===== src/rtl/fir_channel_sched_if.sv =====
// fir_channel_sched_if: per-channel sample handshake in, tagged result handshake out
interface fir_channel_sched_if #(
  parameter int NUM_CH = 2,
  parameter int IN_BITS = 4,
  parameter int OUT_BITS = 16,
  parameter int CH_BITS = (NUM_CH > 1) ? $clog2(NUM_CH) : 1
);
  logic [NUM_CH-1:0] in_valid;
  logic [NUM_CH-1:0] in_ready;
  logic [NUM_CH*IN_BITS-1:0] in_data;
  logic out_valid;
  logic out_ready;
  logic [OUT_BITS-1:0] out_data;
  logic [CH_BITS-1:0] out_ch;
  modport master (
    output in_valid, in_data, out_ready,
    input in_ready, out_valid, out_data, out_ch
  );
  modport slave (
    input in_valid, in_data, out_ready,
    output in_ready, out_valid, out_data, out_ch
  );
endinterface


===== src/rtl/fir_channel_sched.sv =====
// fir_channel_sched: round-robin serial FIR scheduler; FIR_SCHED_CLEAR_EN adds clr_valid/clr_ch history clear
module fir_channel_sched #(
  parameter int NUM_CH = 2,
  parameter int NUM_TAPS = 5,
  parameter int IN_BITS = 4,
  parameter int OUT_BITS = 16
) (
  input logic clk,
  input logic rst,
`ifdef FIR_SCHED_CLEAR_EN
  input logic clr_valid,
  input logic [((NUM_CH > 1) ? $clog2(NUM_CH) : 1)-1:0] clr_ch,
`endif
  fir_channel_sched_if.slave bus
);
  localparam int CH_BITS = (NUM_CH > 1) ? $clog2(NUM_CH) : 1;
  localparam int TAP_BITS = $clog2(NUM_TAPS);
  typedef enum logic [1:0] {IDLE, ACCUM, OUTPUT} state_t;
  state_t state, state_n;
  logic [IN_BITS-1:0] taps [NUM_CH][NUM_TAPS];
  logic [OUT_BITS-1:0] acc, acc_n, out_data;
  logic [TAP_BITS-1:0] tap_idx;
  logic [CH_BITS-1:0] rr_ptr, cur_ch, gnt, out_ch;
  logic [NUM_CH-1:0] clr_sel;
  logic gnt_vld, accept, clr_hit, last_tap, out_valid;
  if (NUM_CH < 1 || NUM_TAPS < 2 ||
      64'(NUM_TAPS) * ((64'd1 << IN_BITS) - 64'd1) >= (64'd1 << OUT_BITS)) begin : g_param_chk
    $error("fir_channel_sched: illegal parameters or OUT_BITS too narrow for NUM_TAPS*(2^IN_BITS-1)");
  end
`ifdef FIR_SCHED_CLEAR_EN
  assign clr_hit = state == IDLE && clr_valid && int'(clr_ch) < NUM_CH;
  assign clr_sel = clr_hit ? NUM_CH'(1) << clr_ch : '0;
`else
  assign clr_hit = 1'b0;
  assign clr_sel = '0;
`endif
  always_comb begin
    gnt = '0;
    gnt_vld = 1'b0;
    for (int i = 0; i < NUM_CH; i++)
      for (int c = 0; c < NUM_CH; c++)
        if (!gnt_vld && bus.in_valid[c] && (int'(rr_ptr) + i) % NUM_CH == c) begin
          gnt = CH_BITS'(c);
          gnt_vld = 1'b1;
        end
  end
  assign accept = state == IDLE && gnt_vld && !clr_hit && !rst;
  assign bus.in_ready = accept ? NUM_CH'(1) << gnt : '0;
  assign acc_n = acc + OUT_BITS'(taps[cur_ch][tap_idx]);
  assign last_tap = tap_idx == TAP_BITS'(NUM_TAPS - 1);
  assign bus.out_valid = out_valid;
  assign bus.out_data = out_data;
  assign bus.out_ch = out_ch;
  always_comb begin
    state_n = state;
    case (state)
      IDLE: state_n = accept ? ACCUM : IDLE;
      ACCUM: state_n = last_tap ? OUTPUT : ACCUM;
      default: state_n = bus.out_ready ? IDLE : OUTPUT;
    endcase
  end
  always_ff @(posedge clk) begin
    if (rst) begin
      state <= IDLE;
      acc <= '0;
      tap_idx <= '0;
      rr_ptr <= '0;
      cur_ch <= '0;
      out_valid <= 1'b0;
      out_data <= '0;
      out_ch <= '0;
    end else begin
      state <= state_n;
      if (accept) begin
        acc <= '0;
        tap_idx <= '0;
        cur_ch <= gnt;
        rr_ptr <= (int'(gnt) == NUM_CH - 1) ? '0 : gnt + 1'b1;
      end
      if (state == ACCUM) begin
        acc <= acc_n;
        tap_idx <= tap_idx + 1'b1;
        if (last_tap) begin
          out_data <= acc_n;
          out_ch <= cur_ch;
          out_valid <= 1'b1;
        end
      end
      if (state == OUTPUT && bus.out_ready) out_valid <= 1'b0;
    end
  end
  // a channel's history moves only on its own accept, so idle channels keep theirs
  always_ff @(posedge clk) begin
    for (int c = 0; c < NUM_CH; c++)
      if (rst || clr_sel[c]) begin
        for (int k = 0; k < NUM_TAPS; k++) taps[c][k] <= '0;
      end else if (accept && gnt == CH_BITS'(c)) begin
        taps[c][0] <= bus.in_data[c*IN_BITS +: IN_BITS];
        for (int k = 1; k < NUM_TAPS; k++) taps[c][k] <= taps[c][k-1];
      end
  end
endmodule


===== src/flat_wrapper.sv =====
// flat-port wrapper written by rule: the top's interface ports become plain ports
module fir_channel_sched_flat 
#(
  parameter int NUM_CH = 2,
  parameter int NUM_TAPS = 5,
  parameter int IN_BITS = 4,
  parameter int OUT_BITS = 16
)
  (clk, rst, bus_in_valid, bus_in_data, bus_out_ready, bus_in_ready, bus_out_valid, bus_out_data, bus_out_ch);
  fir_channel_sched_if #(.NUM_CH(NUM_CH), .IN_BITS(IN_BITS), .OUT_BITS(OUT_BITS)) bus_i ();
  input logic clk;
  input logic rst;
  input wire logic [$bits(bus_i.in_valid)-1:0] bus_in_valid;
  input wire logic [$bits(bus_i.in_data)-1:0] bus_in_data;
  input wire logic [$bits(bus_i.out_ready)-1:0] bus_out_ready;
  output wire logic [$bits(bus_i.in_ready)-1:0] bus_in_ready;
  output wire logic [$bits(bus_i.out_valid)-1:0] bus_out_valid;
  output wire logic [$bits(bus_i.out_data)-1:0] bus_out_data;
  output wire logic [$bits(bus_i.out_ch)-1:0] bus_out_ch;
  assign bus_i.in_valid = bus_in_valid;
  assign bus_i.in_data = bus_in_data;
  assign bus_i.out_ready = bus_out_ready;
  assign bus_in_ready = bus_i.in_ready;
  assign bus_out_valid = bus_i.out_valid;
  assign bus_out_data = bus_i.out_data;
  assign bus_out_ch = bus_i.out_ch;
  fir_channel_sched #(.NUM_CH(NUM_CH), .NUM_TAPS(NUM_TAPS), .IN_BITS(IN_BITS), .OUT_BITS(OUT_BITS)) u_core (.clk(clk), .rst(rst), .bus(bus_i));
endmodule

===== config.mk =====
export PLATFORM = sky130hd
export DESIGN_NAME = fir_channel_sched_flat
export DESIGN_NICKNAME = d
export VERILOG_FILES = /design/src/rtl/fir_channel_sched_if.sv /design/src/rtl/fir_channel_sched.sv /design/src/flat_wrapper.sv
export SDC_FILE = /design/constraint.sdc
export NUM_CORES = 1
export LEC_CHECK = 0
export ABC_CLOCK_PERIOD_IN_PS = 4500
export CORE_ASPECT_RATIO = 2
export CORE_MARGIN = 8
export CORE_UTILIZATION = 45
export CTS_CLUSTER_DIAMETER = 60
export CTS_CLUSTER_SIZE = 20
export DETAILED_ROUTE_END_ITERATION = 10
export SLEW_MARGIN = 10
export SYNTH_ARGS = -nofsm -noshare
export SYNTH_HDL_FRONTEND = slang
export SYNTH_SLANG_ARGS = --single-unit

===== constraint.sdc =====
create_clock -name clk -period 4.5 [get_ports clk]
set_input_delay 0.675 -clock clk [delete_from_list [all_inputs] [get_ports clk]]
set_output_delay 0.675 -clock clk [all_outputs]
set_load 0.01 [all_outputs]

; ---- After elaboration in Yosys (flattened, before gate mapping)
; Memory sizes are Yosys's and may differ from the RTL's. A register that Yosys moved wholly into a read port is not among the register bits.
; Index checks and enable logic that the tools add are counted.
; W data, S select, Z words.
[totals]
memories = 1
ram_bits = 40
word_cells = 94
reg_bits = 41
out_inout_bits = 20
[op_classes]
shift = 1
n_bitwise = 13
n_mux = 40
n_addsub = 4
eq_ne = 4
magnitude_cmp = 1
n_reduce_logical = 22
[mem_list]
columns = memory, words, width, rd, rd_ports_with_merged_regs, wr, line
row1 = u_core.taps, 2, 20, 3, 1, 2, fir_channel_sched.sv:20  ; logic [IN_BITS-1:0] taps [NUM_CH][NUM_TAPS];
[ops]
columns = operator, count
row1 = $logic_not A32 Y1, 2
row2 = $mux W4, 12
row3 = $mux W16, 2
row4 = $mux W1, 19
row5 = $add A16 B4 Y16, 1
row6 = $bmux W4 S3, 1
row7 = $logic_and A1 B1 Y1, 12
row8 = $or A1 B1 Y1, 10
row9 = $mux W2, 3
row10 = $mux W3, 2
row11 = $eq A2 B2 Y1 const B, 2
row12 = $ge A4 B4 Y1 const B, 1
row13 = $logic_not A1 Y1, 4
row14 = $not A3 Y4, 1
row15 = $pmux W2 S2, 1
row16 = $add A3 B1 Y3 const B, 1
row17 = $eq A3 B3 Y1 const B, 1
row18 = $add A1 B1 Y1 const B, 2
row19 = $eq A2 B1 Y1 const B, 1
row20 = $logic_not A2 Y1, 1
row21 = $reduce_and A2 Y1, 1
row22 = $reduce_bool A2 Y1, 1
row23 = $reduce_or A2 Y1, 1
row24 = $shl A1 B1 Y2 const A, 1
row25 = 2 further kinds, 2

; ---- Depth between registers and ports, before layout
; Gate-level depths: netlist of run 1.
[depth]
depth_word = 22
ltp_mapped = 12

; ---- Worst setup path after synthesis of run 1
; Ideal clock, no wire load.
[synth_timing]
kind = register -> register
startpoint = register with a tool-made name
endpoint = register u_core.out_data[8] (netlist: u_core.bus.out_data[8])
path_stages_with_launch = 12
t_arrival_ps = 2891
setup_time_ps = 86
period_less_slack_ps = 2976
path_slack_ps = 1524
path_buffers = 1
path_cell_list = dfxtp_1 buf_2 mux4_2 nand3b_1 o21ai_0 ha_1 fa_1 a211oi_1 nor2_2 nand3_1 xor2_1 a211oi_1
[synth_lines]
columns = item, line
row1 = "end signal, assigned", fir_channel_sched.sv:84  ; out_data <= acc_n;
row2 = "end, declared", fir_channel_sched.sv:21  ; logic [OUT_BITS-1:0] acc, acc_n, out_data;

; ---- Worst setup path after layout of run 1
[layout_timing]
startpoint = input bus_in_valid[0]
endpoint = output bus_in_ready[0]
[layout_via]
elab_chain_cells = 17
word_cells_on_any_way = 21
classes_between = shift: 1 / mux: 8 / reduce/logical: 12
[layout_rtl]
columns = item, line
row1 = "start, declared", flat_wrapper.sv:13  ; input wire logic [$bits(bus_i.in_valid)-1:0] bus_in_valid;
row2 = $logic_and A1 B1 Y1, fir_channel_sched.sv:42  ; if (!gnt_vld && bus.in_valid[c] && (int'(rr_ptr) + i) % NUM_CH == c) begin
row3 = $mux W1, fir_channel_sched.sv:42
row4 = $logic_not A1 Y1, fir_channel_sched.sv:42
row5 = $logic_and A1 B1 Y1 (2 in series), fir_channel_sched.sv:42
row6 = $mux W1, fir_channel_sched.sv:42
row7 = $logic_not A1 Y1, fir_channel_sched.sv:42
row8 = $logic_and A1 B1 Y1 (2 in series), fir_channel_sched.sv:42
row9 = $mux W1, fir_channel_sched.sv:42
row10 = $logic_not A1 Y1, fir_channel_sched.sv:42
row11 = $logic_and A1 B1 Y1 (2 in series), fir_channel_sched.sv:42
row12 = $mux W1, fir_channel_sched.sv:42
row13 = $logic_and A1 B1 Y1 (2 in series), fir_channel_sched.sv:47  ; assign accept = state == IDLE && gnt_vld && !clr_hit && !rst;
row14 = $mux W2 *, fir_channel_sched.sv:48  ; assign bus.in_ready = accept ? NUM_CH'(1) << gnt : '0;
row15 = "end, declared", flat_wrapper.sv:16  ; output wire logic [$bits(bus_i.in_ready)-1:0] bus_in_ready;
; Every way passes the cells marked *; elsewhere a longest branch is shown, timed or not.

==> results of run 1 <==
==> cell type report <==
| class | instances | area share, % |
|---|---|---|
| inverter | 8 | 0.672 |
| sequential | 82 | 45.7 |
| timing repair buffer | 37 | 8.01 |
| clock buffer | 16 | 6.02 |
| multi-input combinational | 239 | 36.9 |
| tap | 98 | 2.74 |
==> worst paths after layout <==
path | end | slack (ns) | cells after the start
worst min-delay path | u_core.bus.out_data[4]$_SDFFE_PP0P_ | 0.45 | 2
worst max register to register | u_core.bus.out_data[8]$_SDFFE_PP0P_ | 1.27 | 10
worst max-delay path | bus_in_ready[0] | 1.24 | 5
worst min register to register | u_core.bus.out_data[4]$_SDFFE_PP0P_ | 0.45 | 2
==> cell usage in the layout, fill, tap and decap left out, types with 9 or more instances in the layout <==
cell / n
nand3_1: 10
nand2_1: 20
a211oi_1: 14
edfxtp_1: 40
clkdlybuf4s50_1: 32
a21oi_1: 16
and2_1: 41
clkbuf_16: 9
dfxtp_1: 42
o21ai_0: 16
nor2_1: 35
==> power breakdown <==
group	internal, uW	leakage (uW)	switching (uW)
Combinational	62.1	0.000686	79.6
Sequential	820	0.000761	22.2
Clock	402	0.000132	272
==> stage by stage <==
step	utilization, %	instance area (um2)	worst slack [ns]	std cells
floorplan	-	3800	1.52	351
global placement	51.0	4200	1.18	464
detailed placement	51.0	4200	1.18	464
CTS	54.3	4470	1.14	480
global route	54.3	4470	1.00	480
finish	54.3	4470	1.24	480
==> cells by family after synthesis <==
logic type                 share of synthesized area, %
buffers and inverters                              3.29
adders and majority gates                          2.50
and+or+nand+nor                                    18.7
DFF                                                53.7
xor gates and xnor gates                           3.45
muxes                                              7.14
AOI/OAI and AO/OA                                  11.2
==> registers in the layout, indices dropped and copies added, names as in the netlist, 2 cells and up, named ones only <==
signal               cells
u_core.tap_idx           3
u_core.state             2
u_core.taps             40
u_core.acc              16
u_core.bus.out_data     16
==> metal layers <==
metal	wire length, um	track usage [%]	share of wire (%)
met1	2850	13.8	36
met2	4550	26.5	57
met3	227	3.81	2.9
met4	321	8.65	4.0
met5	0	0	0
==> tightest hold or removal path, delay by kind of cell (launching register included) <==
kind / cells / cell delay [ns]
DFF: 1 / 0.31
and+or+nand+nor: 1 / 0.05
AOI/OAI and AO/OA: 1 / 0.05
==> impl_metrics.yaml, run 1 <==
logic_synthesis:
  synth-edff-count: 40
  ys_seq_area_share_pct: 53.7
  synth_seq_cells: 82
  synth_area_mm2: 0.00380
  synth.distinct_cells: 43
  synth_top_area_share_pct: 31.6
  avgSynthCellArea_um2: 10.8
  async_reset_ff_share_pct: 0
  synth.largest_area_cell: "edfxtp_1"
  synth_warnings: 0
  synth-main-ff-cell: "dfxtp_1"
  synth.top_cells.by_count: "dfxtp_1, and2_1, edfxtp_1"
  synthTopCellsByArea: "edfxtp_1, dfxtp_1, and2_1"
  synth_most_common_cell: "dfxtp_1"
  syn_nets: 371
  syn_inst: 351
final_layout:
  multi_input_area_mm2: 0.00165
  antenna_cells: 0
  layout-drive-gt1-share_pct: 8.90
  syn2layout_area_growth_pct: 17.4
  finalNetCount: 397
  nFillCells: 757
  seq_area_mm2: 0.00204
worst_setup_path:
  end_kind: "output port"
  crit_path_max_fanout: 5
  r2r_start: "u_core.tap_idx[0]$_SDFFE_PP0P_"
  arrival_ns: 2.58
  worst_path_most_repeated_cell: "clkdlybuf4s50_1"
  cpPeakStageDelay_ns: 0.63
  crit_buf_inv: 3
  critPathKind: "input port to output port"
  startpoint_type: "input port"
  startpoint: "bus_in_valid[0]"
  cp_cell_sequence: "clkdlybuf4s50_1, inv_1, o21ai_0, nor2b_1, clkdlybuf4s50_1"
  worstPathRequired_ns: 3.83
  cpLargestDelayFamily: "buffers and inverters"
  cp_slowest_cell: "clkdlybuf4s50_1"
global_routing:
  grt_pass1_vias: 2679
  grt_usage_pct: 14.6
  grt_pass1_wl_mm: 13.1
  grt_overflow: 0
  grt_max_degree: 39
  antenna_found_initial: 0
timing:
  whs_ns: 0.454
  slew-limit-headroom_pct: 29.0
  skew_ns: 0.00767
  finalSetupViolations: 0
  maxSlewViolCount: 0
  tightest_slew_ns: 1.06
  fmax_ghz: 0.307
  setup_tns_ns: 0
  rsz0062_at_grt: "no"
  finalCriticalPeriod_ns: 3.26
  finalCritPeriodShare_pct: 72.4
  hold_viol_final: 0
clocking:
  cts.path.max_buffers: 2
  cts_tree: "yes"
  numCtsBuffers: 9
  post_cts_buffers: 0
  clock-root-buffer: "clkbuf_16"
  cts_max_level: 3
  clk_latency_ns: 0.34
  clk_pin_slew_ns: 0.06
  ctsHoldBuffers: 0
  cts.sink_count: 82
  cts_resized: 0
route:
  ant_nets: 0
  first_pass_iters: 4
  wl_per_cell_um: 16.6
  vias: 2628
  first_iter_violations: 136
  drc: 0
  drt-total-wl_mm: 7.95
  viasPerCell: 5.48
power:
  pwr_density_cell_mw_per_mm2: 371
  finalPower_uw: 1660
  p_leak_uw: 0.00158
  max-vdd-ir-drop_v: 0.000244
floorplan:
  dieArea_mm2: 0.0118
  die_x_um: 81.0
  start_util_pct: 46.2
  die_y_um: 146
  ios: 33
  coreArea_mm2: 0.00823
  rows: 47
job:
  drv_cap: 0
place:
  io_buffer_count: 32
  place_congestion: 0.789
  dpl.hpwl_mm: 5.77
status:
  outcome: "finished, final reports clean"
hold_path:
  min-delay-start: "u_core.bus.out_data[4]$_SDFFE_PP0P_"
  min_path_type: "flop to flop"
Power figures use the tool's default switching activity.
==> run 2: changes to the inputs <==
Settings changed: ABC_CLOCK_PERIOD_IN_PS 4500 to 3200.
Clock period 4.5 ns to 3.2 ns, I/O delays scaled along.
==> impl_metrics.yaml, run 2 (synthesis results as in run 1) <==
final_layout:
  most-common-layout-cells: "dfxtp_1, and2_1, edfxtp_1"
  seq_area_mm2: 0.00204
  top_register: "u_core.taps"
  layout-drive-gt1-share_pct: 12.2
  nFillCells: 744
  layout_commonest_cell: "dfxtp_1"
  largestRegisters: "u_core.taps: 40 flops, u_core.acc: 16 flops, u_core.bus.out_data: 16 flops"
  syn2layout_area_growth_pct: 21.4
  final_util_pct: 56.1
  finalNetCount: 407
  antenna_cells: 0
  multi_input_area_mm2: 0.00165
  final_cells: 490
  largest_register_ffs: 40
hold_path:
  min_path_type: "flop to flop"
timing:
  fmax_ghz: 0.341
  slew-limit-headroom_pct: 59.4
  skew_ns: 0.00669
  tightest_slew_ns: 0.604
  setup_tns_ns: 0
  finalCriticalPeriod_ns: 2.94
  finalSetupViolations: 0
  finalCritPeriodShare_pct: 91.7
  maxSlewViolCount: 0
  hold_viol_final: 0
  rsz0062_at_grt: "no"
  whs_ns: 0.456
clocking:
  cts_max_level: 3
  ctsHoldBuffers: 0
  cts.path.max_buffers: 2
  clk_pin_slew_ns: 0.06
  clock-root-buffer: "clkbuf_16"
  numCtsBuffers: 9
  cts_resized: 0
  cts_tree: "yes"
  clk_latency_ns: 0.35
  cts.sink_count: 82
  post_cts_buffers: 0
worst_setup_path:
  startpoint_type: "flop"
  arrival_ns: 3.20
  worstPathRequired_ns: 3.46
  crit_path_max_fanout: 9
  end_kind: "flop"
  critPathKind: "flop to flop"
floorplan:
  coreArea_mm2: 0.00823
  die_y_um: 146
  dieArea_mm2: 0.0118
  start_util_pct: 46.2
  die_x_um: 81.0
  rows: 47
  ios: 33
route:
  first_iter_violations: 140
  drc: 0
  ant_nets: 0
  first_pass_iters: 4
  drt-total-wl_mm: 8.38
  vias: 2668
  viasPerCell: 5.44
  wl_per_cell_um: 17.1
global_routing:
  use_met3_pct: 3.20
  use_met1_pct: 14.1
  grt_overflow: 0
  grt_pass1_wl_mm: 13.6
  grt_usage_pct: 15.4
  grt_pass1_vias: 2753
  grt_max_degree: 38
  grt_util_met2_pct: 28.7
  top_usage_layer: "met2"
  antenna_found_initial: 0
power:
  p_comb_share_pct: 8.6
  swShare_pct: 22.2
  max-vdd-ir-drop_v: 0.000353
  p_int_uw: 1970
  share_seq_of_total_power_pct: 46.8
  p_clk_share_pct: 44.6
  pwr_density_cell_mw_per_mm2: 547
  p_leak_uw: 0.00166
  finalPower_uw: 2530
  netSwitchingPower_uw: 560
job:
  drv_cap: 0
place:
  place_congestion: 0.822
  placed_cells: 474
  io_buffer_count: 32
  dpl.hpwl_mm: 6.18
status:
  outcome: "finished, final reports clean"
## run 2: path summary, 6_finish.rpt
path	from	to	slack, ns	cells past startpoint
min reg2reg	u_core.bus.out_data[0]$_SDFFE_PP0P_	u_core.bus.out_data[0]$_SDFFE_PP0P_	0.46	2
min	u_core.bus.out_data[0]$_SDFFE_PP0P_	u_core.bus.out_data[0]$_SDFFE_PP0P_	0.46	2
max reg2reg	flop	u_core.bus.out_data[8]$_SDFFE_PP0P_	0.26	12
max	flop	u_core.bus.out_data[8]$_SDFFE_PP0P_	0.26	12
## run 2: metrics by stage
stage | setup WS [ns] | instance area, um2
finish | 0.264 | 4620
global route | 0.0260 | 4620
CTS | 0.217 | 4620
detailed placement | 0.236 | 4290
global placement | 0.302 | 4290
floorplan | 0.224 | 3800
## run 2: final cells by class
class / instances / area share (%)
Multi-Input combinational cell: 239 / 35.6
Timing Repair Buffer: 47 / 9.64
Clock buffer: 13 / 6.31
Clock inverter: 3 / 0.921
Sequential cell: 82 / 44.2
Inverter: 8 / 0.650
Tap cell: 98 / 2.65
## run 2: per-layer routing
layer	wire, um	part of all wire [%]
met1	2950	35
met2	4910	59
met3	233	2.8
met4	285	3.4
met5	0	0
## run 2: power groups by stage
stage	Clock [uW]	Combinational, uW	Sequential, uW
2_1_floorplan	0	142	1190
3_3_place_gp	0	217	1210
3_5_place_dp	0	221	1210
4_1_cts	1150	222	1180
5_1_grt	1190	242	1190
6_report	1130	217	1180
## run 2: worst max-delay path, stage by stage, from the launching register on
cell,delay (ns)
dfxtp_1,0.37
buf_12,0.15
mux4_2,0.49
mux2i_1,0.12
o21ai_0,0.10
ha_1,0.23
fa_1,0.43
a211oi_1,0.27
buf_4,0.16
nor2_2,0.08
nand3_1,0.15
xor2_1,0.08
a211oi_1,0.22
==> run 3: changes to the inputs <==
Settings changed: RECOVER_POWER from default to 25.
==> impl_metrics.yaml, run 3 (synthesis results as in run 1) <==
global_routing:
  top_usage_layer: "met2"
  use_met3_pct: 3.20
  use_met1_pct: 14.1
  grt_pass1_wl_mm: 13.6
  grt_pass1_vias: 2753
  grt_usage_pct: 15.4
  antenna_found_initial: 0
  grt_util_met2_pct: 28.7
  grt_max_degree: 38
  grt_overflow: 0
worst_setup_path:
  r2r.worst_path.cells: 12
  critPathKind: "flop to flop"
  cpPeakStageDelay_ns: 0.49
  rrSetupSlack_ns: 0.25
  startpoint_type: "flop"
  end_kind: "flop"
  cp_slowest_cell: "mux4_2"
  worst_path_most_repeated_cell: "a211oi_1"
  arrival_ns: 3.19
  timing.rr.end: "u_core.bus.out_data[8]$_SDFFE_PP0P_"
  cp_cell_sequence: "buf_12, mux4_2, mux2i_1, o21ai_0, ha_1, fa_1, a211oi_1, buf_4, nor2_2, nand3_1, xor2_1, a211oi_1"
  crit_path_max_fanout: 9
  worstPathRequired_ns: 3.45
timing:
  rsz0062_at_grt: "no"
  tightest_slew_ns: 0.774
  fmax_ghz: 0.339
  finalCritPeriodShare_pct: 92.1
  finalSetupViolations: 0
  skew_ns: 0.00668
  setup_tns_ns: 0
  maxSlewViolCount: 0
  hold_viol_final: 0
  final.setup.worst_slack_ns: 0.254
  slew-limit-headroom_pct: 48.4
  finalCriticalPeriod_ns: 2.95
floorplan:
  start_util_pct: 46.2
  die_x_um: 81.0
  rows: 47
  coreArea_mm2: 0.00823
  dieArea_mm2: 0.0118
  die_y_um: 146
  ios: 33
final_layout:
  layout_commonest_cell: "dfxtp_1"
  largest_register_ffs: 40
  largestRegisters: "u_core.taps: 40 flops, u_core.acc: 16 flops, u_core.bus.out_data: 16 flops"
  final_cells: 490
  finalNetCount: 407
  layout-drive-gt1-share_pct: 11.5
  syn2layout_area_growth_pct: 21.1
  antenna_cells: 0
  most-common-layout-cells: "dfxtp_1, edfxtp_1, nor2_1"
  top_register: "u_core.taps"
route:
  drc: 0
  ant_nets: 0
  wl_per_cell_um: 17.1
  first_iter_violations: 147
  viasPerCell: 5.48
  first_pass_iters: 4
  vias: 2687
  drt-total-wl_mm: 8.37
power:
  p_leak_uw: 0.00171
  pwr_density_cell_mw_per_mm2: 548
  finalPower_uw: 2520
  max-vdd-ir-drop_v: 0.000363
hold_path:
  hold_depth: 2
  holdPathEnd: "u_core.bus.out_data[0]$_SDFFE_PP0P_"
  min_path_type: "flop to flop"
  min-delay-start: "u_core.bus.out_data[0]$_SDFFE_PP0P_"
place:
  dpl.hpwl_mm: 6.18
  place_congestion: 0.822
  io_buffer_count: 32
  dpl_worst_slack_ns: 0.236
  placed_cells: 474
job:
  drv_cap: 0
clocking:
  post_cts_buffers: 0
  clk_pin_slew_ns: 0.06
  cts_max_level: 3
  clk_latency_ns: 0.34
  cts.path.max_buffers: 2
  cts.sink_count: 82
  cts_resized: 0
  numCtsBuffers: 9
  cts_tree: "yes"
  clock-root-buffer: "clkbuf_16"
  ctsHoldBuffers: 0
status:
  outcome: "finished, final reports clean"
-- run 3: worst max-delay path by stage --
stage	from	endpoint
after CTS	flop	u_core.bus.out_data[8]$_SDFFE_PP0P_
after global placement	flop	u_core.bus.out_data[8]$_SDFFE_PP0P_
after floorplan	flop	u_core.bus.out_data[8]$_SDFFE_PP0P_
final	flop	u_core.bus.out_data[8]$_SDFFE_PP0P_
after detailed placement	flop	u_core.bus.out_data[8]$_SDFFE_PP0P_
after global routing	flop	u_core.bus.out_data[14]$_SDFFE_PP0P_
-- run 3: cell type report --
type	count	area, um2
Fill cell	750	3630
Sequential cell	82	2040
Multi-Input combinational cell	239	1650
Timing Repair Buffer	47	432
Clock buffer	13	292
Tap cell	98	123
Clock inverter	3	42.5
Inverter	8	30.0
-- run 3: report_power, final --
part	leakage, uW	switching (uW)	total (uW)	internal, uW
sequential	0.000761	30.4	1180	1150
combinational	0.000784	117	214	96.1
clock	0.000163	412	1130	714
-- run 3: layer usage --
layer	share of wire (%)	vias up
met5	0	-
met4	3.6	0
met1	35	1290
met2	58	48
li1	-	1331
met3	3.0	18
-- run 3: worst max-delay path, delay by kind of cell, from the launching register on --
kind / cells / cell delay (ns)
fa+ha+maj: 2 / 0.66
mux: 2 / 0.61
compound gates: 3 / 0.59
flops: 1 / 0.37
buf+inv: 2 / 0.31
simple gates: 2 / 0.23
xor+xnor: 1 / 0.08
-- run 3: stage by stage --
step / hold WS (ns) / instance area, um2 / utilization [%]
final: 0.453 / 4610 / 56.0
after global routing: 0.469 / 4610 / 56.0
after CTS: 0.462 / 4620 / 56.1
after detailed placement: 0.453 / 4290 / 52.1
after global placement: 0.448 / 4290 / 52.1
after floorplan: 0.432 / 3800 / -
